`config.mk`:
```
export PLATFORM = sky130hd
export DESIGN_NAME = cnn_mac_datapath_flat
export DESIGN_NICKNAME = d
export VERILOG_FILES = /design/src/rtl/cnn_pkg.sv /design/src/rtl/cnn_mac_datapath_if.sv /design/src/rtl/cnn_mac_datapath_mac_accumulator.sv /design/src/rtl/cnn_mac_datapath.sv /design/src/flat_wrapper.sv
export SDC_FILE = /design/constraint.sdc
export NUM_CORES = 1
export LEC_CHECK = 0
export ABC_AREA = 1
export BUFFER_PORTS_ARGS = -buffer_cell sky130_fd_sc_hd__buf_2
export CAP_MARGIN = 10
export CORE_ASPECT_RATIO = 0.8
export CORE_MARGIN = 1
export CORE_UTILIZATION = 57
export DETAILED_ROUTE_END_ITERATION = 6
export GPL_TIMING_DRIVEN = 0
export PLACE_DENSITY = 0.86
export SLEW_MARGIN = 10
export SYNTH_ARGS = -nofsm -noshare
export SYNTH_HDL_FRONTEND = slang
export SYNTH_HIERARCHICAL = 1
export SYNTH_SLANG_ARGS = --single-unit
```
`constraint.sdc`:
```
create_clock -name clk -period 4.15 [get_ports clk]
set_input_delay 1.0375 -clock clk [delete_from_list [all_inputs] [get_ports clk]]
set_output_delay 1.0375 -clock clk [all_outputs]
set_load 0.01 [all_outputs]
```
`src/rtl/cnn_pkg.sv`:
```
// Shared widths and helpers for the CNN convolution-engine MAC datapath.
package cnn_pkg;

  localparam int OPERAND_W = 8;
  localparam int PRODUCT_W = 2 * OPERAND_W;
  localparam int ACC_W     = 19;
  localparam int MAX_TERMS = 8;
  localparam int CNT_W     = $clog2(MAX_TERMS);

  typedef logic [OPERAND_W-1:0] operand_t;
  typedef logic [PRODUCT_W-1:0] product_t;
  typedef logic [ACC_W-1:0]     acc_t;

  // Legal window length: 1..MAX_TERMS; 8 full-scale products still fit in ACC_W.
  function automatic bit terms_ok(input int n);
    return (n >= 1) && (n <= MAX_TERMS);
  endfunction

endpackage

```
`src/rtl/cnn_mac_datapath_if.sv`:
```
// Operand/result bundle between operand fetch, the MAC datapath and writeback.
interface cnn_mac_datapath_if;
  import cnn_pkg::*;

  logic     en;
  operand_t a;
  operand_t b;
  acc_t     muxer;

  modport master (output en, output a, output b, input muxer);
  modport slave  (input en, input a, input b, output muxer);

endinterface

```
`src/rtl/cnn_mac_datapath_mac_accumulator.sv`:
```
// S3 of the MAC pipeline: windowed accumulation of products and result register.
module mac_accumulator
  import cnn_pkg::*;
#(
  parameter int N_TERMS = 4
) (
  input  logic     clk,
  input  logic     rst,
  input  logic     en,
  input  product_t prod_q,
  output acc_t     res_q
);

  localparam logic [CNT_W-1:0] LAST = CNT_W'(N_TERMS - 1);

  logic [CNT_W-1:0] cnt;
  acc_t             acc;
  acc_t             acc_next;
  logic             last;

  // Term 0 restarts the sum, so the completing window and the next one overlap bubble-free.
  always_comb begin
    last     = (cnt == LAST);
    acc_next = (cnt == '0) ? ACC_W'(prod_q) : acc + ACC_W'(prod_q);
  end

  always_ff @(posedge clk) begin
    if (!rst) begin
      cnt   <= '0;
      acc   <= '0;
      res_q <= '0;
    end else if (en) begin
      acc <= acc_next;
      if (last) begin
        res_q <= acc_next;
        cnt   <= '0;
      end else begin
        cnt <= cnt + 1'b1;
      end
    end
  end

endmodule

```
`src/rtl/cnn_mac_datapath.sv`:
```
// Three-stage unsigned 8x8 multiply-accumulate over fixed windows of N_TERMS products.
module cnn_mac_datapath
  import cnn_pkg::*;
#(
  parameter int N_TERMS = 4
) (
  input logic               clk,
  input logic               rst,
  cnn_mac_datapath_if.slave bus
);

  if (!terms_ok(N_TERMS)) begin : g_bad_n_terms
    $error("cnn_mac_datapath: N_TERMS must be in 1..MAX_TERMS");
  end

  operand_t a_q;
  operand_t b_q;
  product_t prod_q;
  acc_t     res_q;

  // Reset-zero contents of S1/S2 flow into S3 as ordinary terms during pipeline fill.
  always_ff @(posedge clk) begin
    if (!rst) begin
      a_q    <= '0;
      b_q    <= '0;
      prod_q <= '0;
    end else if (bus.en) begin
      a_q    <= bus.a;
      b_q    <= bus.b;
      prod_q <= PRODUCT_W'(a_q) * PRODUCT_W'(b_q);
    end
  end

  mac_accumulator #(
    .N_TERMS (N_TERMS)
  ) u_acc (
    .clk    (clk),
    .rst    (rst),
    .en     (bus.en),
    .prod_q (prod_q),
    .res_q  (res_q)
  );

  assign bus.muxer = res_q;

endmodule

```
`src/flat_wrapper.sv`:
```
// flat-port wrapper written by rule: the top's interface ports become plain ports
module cnn_mac_datapath_flat import cnn_pkg::*;
#(
  parameter int N_TERMS = 4
)
  (clk, rst, bus_en, bus_a, bus_b, bus_muxer);
  cnn_mac_datapath_if bus_i ();
  input logic clk;
  input logic rst;
  input wire logic [$bits(bus_i.en)-1:0] bus_en;
  input wire logic [$bits(bus_i.a)-1:0] bus_a;
  input wire logic [$bits(bus_i.b)-1:0] bus_b;
  output wire logic [$bits(bus_i.muxer)-1:0] bus_muxer;
  assign bus_i.en = bus_en;
  assign bus_i.a = bus_a;
  assign bus_i.b = bus_b;
  assign bus_muxer = bus_i.muxer;
  cnn_mac_datapath #(.N_TERMS(N_TERMS)) u_core (.clk(clk), .rst(rst), .bus(bus_i));
endmodule
```
; ---- Yosys cells after proc, flatten, opt, wreduce, memory -nomap -nowiden
; Index checks and enable logic that the tools add are counted.
[totals]
regBits = 73
in_bits = 19
wordCells = 14
[classes]
add_sub_neg = 2
n_mul = 1
eq_ne = 1
muxes = 2
reduce_logical = 2
[ops]
columns = op, count
row1 = $add A19 B16 Y19, 1
row2 = $mux W19, 1
row3 = $mul A8 B8 Y16, 1
row4 = $add A3 B1 Y3 const B, 1
row5 = $eq A3 B2 Y1 const B, 1
row6 = $logic_not A3 Y1, 1
row7 = $mux W3, 1
row8 = $reduce_and A2 Y1, 1

; ---- Logic depth before layout (Yosys ltp)
; Gate-level depths: netlist of the first run.
[logic_depth]
depth_word = 2
depth_mapped = 22

; ---- Hierarchy
; The synthesis of the first run kept the hierarchy.
[by_module_without_submodules]
columns = mod, n_inst, cells_per_inst, area_each_um2, seq_area_each_um2
row1 = cnn_mac_datapath, 1, 522, 3529.6, 640.6
row2 = mac_accumulator, 1, 454, 2915.3, 820.8

; ---- Worst setup path before layout of the first run
; OpenSTA, ideal clock, no wires.
[synth_timing]
path_type = register to register
start = register u_core.a_q[0]
end = register u_core.prod_q[15]
setup_ps = 109
arrival_time_ps = 3761
path_slack_ps = 280
path_stages_with_launch = 20
path_buffers = 1
period_less_slack_ps = 3870
cell_sequence = dfxtp_1 > clkbuf_1 > nand2_1 > fa_1 > fa_1 > inv_1 > fa_1 > inv_1 > fa_1 > inv_1 > ha_1 > nand2_1 > nor2_1 > and2_1 > nand2_1 > nand3_1 > nand2_1 > nand3_1 > nand2_1 > inv_1
[synth_between]
elab_chain_cells = 1
[synth_lines]
columns = item, line
row1 = start: declaration, cnn_mac_datapath.sv:16  ; operand_t a_q;
row2 = start signal: assignment, cnn_mac_datapath.sv:28  ; a_q <= bus.a;
row3 = $mul A8 B8 Y16, cnn_mac_datapath.sv:30  ; prod_q <= PRODUCT_W'(a_q) * PRODUCT_W'(b_q);
row4 = end signal: assignment, cnn_mac_datapath.sv:30
row5 = end: declaration, cnn_mac_datapath.sv:18  ; product_t prod_q;
; Every way passes these cells.
; A chain may end at the register's enable or synchronous reset.

; ---- Worst setup path in the final report of the first run
[layout_timing]
start = register u_core.b_q[5]
end = register u_core.prod_q[12]
[layout_between]
elab_chain_cells = 1
[layout_lines]
columns = item, line
row1 = start: declaration, cnn_mac_datapath.sv:17  ; operand_t b_q;
row2 = start signal: assignment, cnn_mac_datapath.sv:29  ; b_q <= bus.b;
row3 = $mul A8 B8 Y16, cnn_mac_datapath.sv:30
; Every way passes these cells.

==> results of run 1 <==
==> cell families (layout without fill, tap and decap cells) <==
kind of cell,after synthesis,count (layout),synth area share (%)
fa+ha+maj,91,91,22.0
buf+inv,245,283,15.0
simple gates,475,475,31.8
compound gates,84,84,7.46
flops,73,73,22.7
xor+xnor,7,7,0.951
mux,1,1,0.155
==> power breakdown <==
part           leakage [nW]  switching [mW]  internal, mW  total (mW)
clock network         0.148           0.289         0.493       0.781
registers             0.607          0.0514         0.744       0.795
logic                  3.56           0.317         0.189       0.506
==> metrics by stage <==
stage	total power, mW	setup TNS [ps]	utilization [%]	instances
after detailed placement	1.30	-163	62.3	1157
final	2.08	0	65.0	1158
after global placement	1.29	0	62.3	1157
after global routing	2.21	0	65.0	1158
after CTS	2.09	0	64.7	1163
after floorplan	1.18	0	-	976
==> area by class of cell <==
cell class | count | area, sq um
multi-input combinational | 658 | 4030
clock inverter | 3 | 40.0
timing repair buffer | 37 | 185
sequential | 73 | 1500
tap | 144 | 180
inverter | 209 | 785
clock buffer | 12 | 256
fill | 967 | 3830
buffer | 22 | 130
==> layer usage <==
layer,up-vias,track usage [%],wire length (um)
li1,3015,-,-
met1,2743,37.3,6970
met3,26,5.28,1050
met2,194,41.7,6300
met5,-,0,0
met4,0,8.64,258
==> worst max-delay path: stages (launching register included) <==
cell,delay [ps]
dfxtp_2,440
nand2_1,70
inv_1,70
fa_1,440
fa_1,520
fa_1,540
inv_1,50
fa_1,520
inv_1,40
ha_2,370
nand2_1,100
nor2_1,150
nand3_1,140
nand4_1,130
nand3_1,100
nand2_1,70
inv_1,30
==> path summary, 6_finish.rpt <==
| path | slack (ps) | startpoint | to |
|---|---|---|---|
| hold / removal | 450 | u_core/u_acc/res_q[5] | u_core/u_acc/res_q[5] |
| hold reg to reg | 450 | u_core/u_acc/res_q[5] | u_core/u_acc/res_q[5] |
| setup reg to reg | 260 | u_core/b_q[5] | u_core/prod_q[12] |
| setup / recovery | 260 | u_core/b_q[5] | u_core/prod_q[12] |
==> synthesized netlist by cell type (all sizes together) (4+ instances only) <==
cell | count | share of area, %
nand2 | 283 | 17
inv | 209 | 12
nor2 | 110 | 6.6
dfxtp | 73 | 23
nand3 | 60 | 6.0
ha | 54 | 10
o21ai | 49 | 3.9
fa | 37 | 11
clkbuf | 26 | 1.8
a21oi | 19 | 1.7
buf | 9 | 0.82
nand4 | 9 | 0.87
nor3 | 6 | 0.47
a31oi | 5 | 0.49
xor2 | 5 | 0.68
nand3b | 4 | 0.47
o211ai | 4 | 0.47
==> flip-flops by register name, indices dropped and copies added (netlist names) <==
name	cells
u_core/u_acc/cnt	3
u_core/a_q	8
u_core/prod_q	16
u_core/b_q	8
u_core/u_acc/res_q	19
u_core/u_acc/acc	19
==> layout by cell type, fill, tap and decap left out, drive strengths merged, types with 2 or more instances in the layout <==
cell / count
fa: 37
nand3b: 4
buf: 46
a31oi: 5
nor2: 110
a22o: 2
nand2: 283
o21ai: 49
nand4: 9
nor3: 6
a21o: 2
clkbuf: 24
xor2: 5
ha: 54
xnor2: 2
nand3: 60
o211ai: 4
inv: 209
or2: 2
dfxtp: 73
clkinv: 2
a21oi: 19
==> timing repair <==
action | in CTS | in global routing
gates resized for setup | 0 | 24
pin swaps | 0 | 0
hold endpoints to repair | 0 | 0
setup buffers | 0 | 0
setup endpoints to repair | 5 | 8
==> reports/qor.txt, run 1 <==
Detail Route Antenna Nets -> 0
First-pass GRT wire length -> 25.5 mm
Final period utilization -> 93.7%
Final Max Tran Viols -> 0
Startpoint types -> flip-flop
Initial Utilization -> 58.9%
CORE AREA -> 10900 sq um
Cell Area, Placed -> 6810 sq um
Final hold slack -> 446 ps
Final setup fails -> 0
Synthesized instance count -> 976
FMAX -> 0.257 GHz
Synth unique cells -> 38
Synth Cell Area -> 6440 sq um
Vias/cell -> 5.16
CTS clock-pin slew for the worst setup and hold paths -> 60 ps
RSZ-0062 raised after global routing -> false
Port Buffers -> 37
CP arrival -> 4120 ps
Post-route minimum period -> 3890 ps
Mapped Avg Cell Area -> 6.60 sq um
Min-delay worst type -> flip-flop to flip-flop
Core Rows -> 34
Clock Skews -> 3.95 ps
Die Area -> 11700 sq um
Final worst slack -> 263 ps
Synth Flop Type -> dfxtp_1
Total number of vias -> 5978
Status -> completed
Max-slew headroom -> 60.1%
Synth Register Bits -> 73
Post-Place Setup Slack -> -58.1 ps
Clk buf depth -> 2
Avg WL per Cell -> 12.6 um
Sink Count -> 73
Ys async rst share -> 0%
Synthesized Nets -> 1086
DR pass1 iterations -> 6
Die X -> 121 um
Layout cells sized above 1 -> 12.8%
Starting DRT DRC Count -> 462
CP Capture Type -> flip-flop
CTS root buf -> clkbuf_16
GP Congestion -> 0.911
Vias in the first global route -> 5653
Post-synth EDFFs -> 0
Slew @ Worst Pin -> 599 ps
Global-route usage over all layers -> 26.8%
Min-Delay Path Depth -> 2
Fin nets -> 1120
CP required -> 4390 ps
Number of H-tree levels -> 3
Later-pin clock latency in the skew report -> 340 ps
Die Height -> 97.1 um
Layout area overhead -> 10.3%
Number of diodes -> 0
Global route total overflow -> 0
Post-route cell area -> 7110 sq um
Initial antenna violation count -> 0
Worst-path maximum fanout -> 9
Max VDD drop -> 0.189 mV
Largest net degree at the start of global routing -> 12
Kind of critical path -> flip-flop to flip-flop
Fin. Hold Viols -> 0
Hold_buf cts -> 0
Io pins -> 38
FF-to-FF path depth -> 16
Dpl hpwl -> 11.3 mm
# Max-Cap Violations -> 0
Power Dens Cells -> 293 nW/um^2
Ys Warns -> 6
Residual DRC count -> 0
Final wirelength -> 14.6 mm
Register area share after synthesis -> 22.7%
CTS Buf Count -> 9
CTS tree -> built
Pleak -> 4.31 nW
(Power assumes the default switching activity.)
==> inputs of run 2 (changes only) <==
--- a/config.mk
+++ b/config.mk
@@ -5,12 +5,10 @@
 export SDC_FILE = /design/constraint.sdc
 export NUM_CORES = 1
 export LEC_CHECK = 0
-export ABC_AREA = 1
 export BUFFER_PORTS_ARGS = -buffer_cell sky130_fd_sc_hd__buf_2
-export CAP_MARGIN = 10
 export CORE_ASPECT_RATIO = 0.8
 export CORE_MARGIN = 1
-export CORE_UTILIZATION = 57
+export CORE_UTILIZATION = 56
 export DETAILED_ROUTE_END_ITERATION = 6
 export GPL_TIMING_DRIVEN = 0
 export PLACE_DENSITY = 0.86
==> run 2 against run 1 <==
  * Clock skew increased by 7.4 ps
  * Critical endpoint is now u_core/prod_q[11]
  * Clock-buffer cell count decreased by 3
  * Flip-flop and latch count unchanged
  * Non-clock buffer count increased by 7
  * Critical path type unchanged
==> reports/qor.txt, run 2 <==
Die Area -> 10800 sq um (was 11700 sq um)
Min-delay worst type -> flip-flop to flip-flop (unchanged)
Synth Flop Type -> dfxtp_1 (unchanged)
Worst r2r src -> u_core/a_q[0] (was u_core/b_q[5])
RSZ-0062 raised after global routing -> true (was false)
Synthesized instance count -> 662 (was 976)
Worst-path maximum fanout -> 9 (unchanged)
CTS root buf -> clkbuf_16 (unchanged)
Core Rows -> 32 (was 34)
Slew @ Worst Pin -> 974 ps (was 599 ps)
Post-synthesis mux area share -> 5.34% (was 0.155%)
Largest regs -> u_core/u_acc/acc: 19 flops, u_core/u_acc/res_q: 19 flops, u_core/prod_q: 16 flops (unchanged)
Largest net degree at the start of global routing -> 15 (was 12)
Avg WL per Cell -> 18.8 um (was 12.6 um)
Commonest non-fill, non-tap cell in the layout -> nand2_1 (unchanged)
Most frequent cells in the layout -> nand2_1 (62), dfxtp_1 (59), inv_1 (55), ha_1 (49), and2_1 (47) (was nand2_1 (266), inv_1 (204), nor2_1 (105), dfxtp_1 (59), ha_1 (52))
Met2 WL -> 7.56 mm (was 6.30 mm)
Vias in the first global route -> 5192 (was 5653)
Post-synth EDFFs -> 0 (unchanged)
Post-Synth Simple-Gate Area -> 19.5% (was 31.8%)
CP required -> 4380 ps (was 4390 ps)
Port Buffers -> 36 (was 37)
CP Capture Type -> flip-flop (unchanged)
Worst path cell trace -> and2_1 -> fa_1 -> fa_1 -> ha_1 -> inv_1 -> fa_1 -> inv_1 -> ha_2 -> and2b_1 -> o2111ai_4 -> a21o_1 -> a21oi_1 -> and3b_1 -> o21a_1 (was nand2_1 -> inv_1 -> fa_1 -> fa_1 -> fa_1 -> inv_1 -> fa_1 -> inv_1 -> ha_2 -> nand2_1 -> nor2_1 -> nand3_1 -> nand4_1 -> nand3_1 -> nand2_1 -> inv_1)
FMAX -> 0.242 GHz (was 0.257 GHz)
Sink Count -> 73 (unchanged)
Synth area leader -> dfxtp_1 (unchanged)
Synth top area share -> 25.2% (was 22.7%)
Crit. Startpoint -> u_core/a_q[0] (was u_core/b_q[5])
Clk buf depth -> 2 (unchanged)
Vias/cell -> 6.11 (was 5.16)
DR pass1 iterations -> 5 (was 6)
Ys async rst share -> 0% (unchanged)
Initial Utilization -> 59.0% (was 58.9%)
FF-to-FF path depth -> 14 (was 16)
CP endpoint -> u_core/prod_q[11] (was u_core/prod_q[12])
Global route total overflow -> 0 (unchanged)
Mapped Avg Cell Area -> 8.77 sq um (was 6.60 sq um)
Max-slew headroom -> 34.8% (was 60.1%)
Io pins -> 38 (unchanged)
Startpoint types -> flip-flop (unchanged)
Synth Cell Area -> 5810 sq um (was 6440 sq um)
Synth unique cells -> 64 (was 38)
Final wirelength -> 16.1 mm (was 14.6 mm)
Met3 routed WL -> 1.40 mm (was 1.05 mm)
CTS Buf Count -> 9 (unchanged)
Top cells by area, synth -> dfxtp_1 (25%), fa_1 (13%), ha_1 (12%) (was dfxtp_1 (23%), nand2_1 (16%), inv_1 (12%))
CP max stage delay -> 530 ps (was 540 ps)
GP Congestion -> 0.931 (was 0.911)
Starting DRT DRC Count -> 450 (was 462)
Setup_tns -> 0 ps (unchanged)
Max VDD drop -> 0.180 mV (was 0.189 mV)
Pleak -> 3.07 nW (was 4.31 nW)
Post-synthesis adder-cell area fraction -> 24.4% (was 22.0%)
Final Max Tran Viols -> 0 (unchanged)
Post-route minimum period -> 4140 ps (was 3890 ps)
Die Height -> 93.1 um (was 97.1 um)
Number of H-tree levels -> 3 (unchanged)
Power Dens Cells -> 295 nW/um^2 (was 293 nW/um^2)
Synth Area in Compound Gates -> 16.8% (was 7.45%)
Min-Delay Path Depth -> 2 (unchanged)
Critical path's slowest cell -> fa_1 (unchanged)
# Max-Cap Violations -> 0 (unchanged)
Status -> completed (unchanged)
First-pass GRT wire length -> 25.0 mm (was 25.5 mm)
Synthesized Nets -> 772 (was 1086)
Xor and xnor area share after synthesis -> 3.17% (was 0.951%)
Most used cell, CP -> fa_1
Final period utilization -> 99.8% (was 93.7%)
Register area share after synthesis -> 25.2% (was 22.7%)
Reg2reg end -> u_core/prod_q[11] (was u_core/prod_q[12])
Total number of vias -> 5228 (was 5978)
Residual DRC count -> 0 (unchanged)
Layout area overhead -> 16.0% (was 10.3%)
Kind of critical path -> flip-flop to flip-flop (unchanged)
CTS tree -> built (unchanged)
Final setup fails -> 0 (unchanged)
Cell Area, Placed -> 6160 sq um (was 6810 sq um)
Commonest cells post-synth -> dfxtp_1 (73), nand2_1 (62), inv_1 (59) (was nand2_1 (267), inv_1 (204), nor2_1 (105))
Number of diodes -> 0 (unchanged)
WL met1 -> 6.63 mm (was 6.97 mm)
Fin nets -> 825 (was 1120)
Largest family of logic cells by synthesized area -> adder cells (was simple AND/OR/NAND/NOR gates)
Most frequent cell after synthesis -> dfxtp_1 (was nand2_1)
Ys Warns -> 6 (unchanged)
Fill count -> 751 (was 967)
Dpl hpwl -> 11.1 mm (was 11.3 mm)
Later-pin clock latency in the skew report -> 340 ps (about the same)
Global-route usage over all layers -> 30.2% (was 26.8%)
Initial antenna violation count -> 0 (unchanged)
Power Total -> 1.99 mW (was 2.08 mW)
FF-to-FF setup slack -> 10 ps (was 260 ps)
CTS clock-pin slew for the worst setup and hold paths -> 60 ps (about the same)
Die X -> 116 um (was 121 um)
Layout cells sized above 1 -> 15.7% (was 12.8%)
CORE AREA -> 9850 sq um (was 10900 sq um)
Fin. Hold Viols -> 0 (unchanged)
Clock Skews -> 11.4 ps (was 3.95 ps)
Detail Route Antenna Nets -> 0 (unchanged)
CP arrival -> 4370 ps (was 4120 ps)
Post-route cell area -> 6740 sq um (was 7110 sq um)
Synth Register Bits -> 73 (unchanged)
Max Used Layer -> met4 (unchanged)
run 2: cell type report:
cell class                 count  area [sq um]  share of cell area, %
timing repair buffer          42           238                   3.53
clock inverter                 7           101                   1.50
multi-input combinational    505          4190                   62.1
inverter                      60           225                   3.34
clock buffer                   9           225                   3.34
tap                          136           170                   2.53
sequential                    73          1490                   22.2
buffer                        24          97.6                   1.45
run 2: worst max-delay path: cells and delay by family (launching register included):
kind                       cells  cell delay [ps]
AOI/OAI and AO/OA              4              740
DFF                            1              380
adders and majority gates      5             2180
and+or+nand+nor                3              640
buffers and inverters          2              100
run 2: logic make-up after synthesis:
kind of cell    count (synthesis)
flops                          73
mux                            31
fa+ha+maj                      91
xor+xnor                       21
compound gates                146
simple gates                  216
buf+inv                        84
run 2: how the worst min path moves through the flow:
stage	from	to	slack [ps]
floorplan	u_core/prod_q[12]	u_core/prod_q[12]	440
global placement	u_core/u_acc/res_q[3]	u_core/u_acc/res_q[3]	430
detailed placement	u_core/u_acc/res_q[16]	u_core/u_acc/res_q[16]	440
CTS	u_core/u_acc/res_q[16]	u_core/u_acc/res_q[16]	450
global route	u_core/u_acc/res_q[16]	u_core/u_acc/res_q[16]	480
finish	u_core/u_acc/res_q[16]	u_core/u_acc/res_q[16]	450
run 2: power by group:
| part | leakage (nW) | switching [mW] | internal (mW) |
|---|---|---|---|
| combinational | 2.31 | 0.217 | 0.140 |
| sequential | 0.602 | 0.0404 | 0.730 |
| clock | 0.153 | 0.328 | 0.532 |
| total | 3.07 | 0.585 | 1.40 |
run 2: what timing repair did:
| action | in CTS | in global routing |
|---|---|---|
| hold buffers | 0 | 0 |
| buffers inserted | 0 | 6 |
| resized for setup | 18 | 40 |
| setup endpoints to repair | 7 | 8 |
| pin swaps | 3 | 24 |
run 2: routing by layer:
layer | GRT usage, % | up-vias
li1 | - | 2410
met1 | 38.3 | 2498
met2 | 50.3 | 271
met3 | 6.93 | 49
met4 | 10.0 | 0
met5 | 0 | -
run 2: metrics by stage:
stage / cells / worst slack [ps] / hold slack, ps / utilization [%]
floorplan: 662 / 74.5 / 443 / -
global placement: 834 / -182 / 430 / 62.5
detailed placement: 834 / -280 / 440 / 62.5
CTS: 850 / 2.20 / 452 / 66.3
global route: 856 / -85.2 / 476 / 68.4
finish: 856 / 10.2 / 445 / 68.4
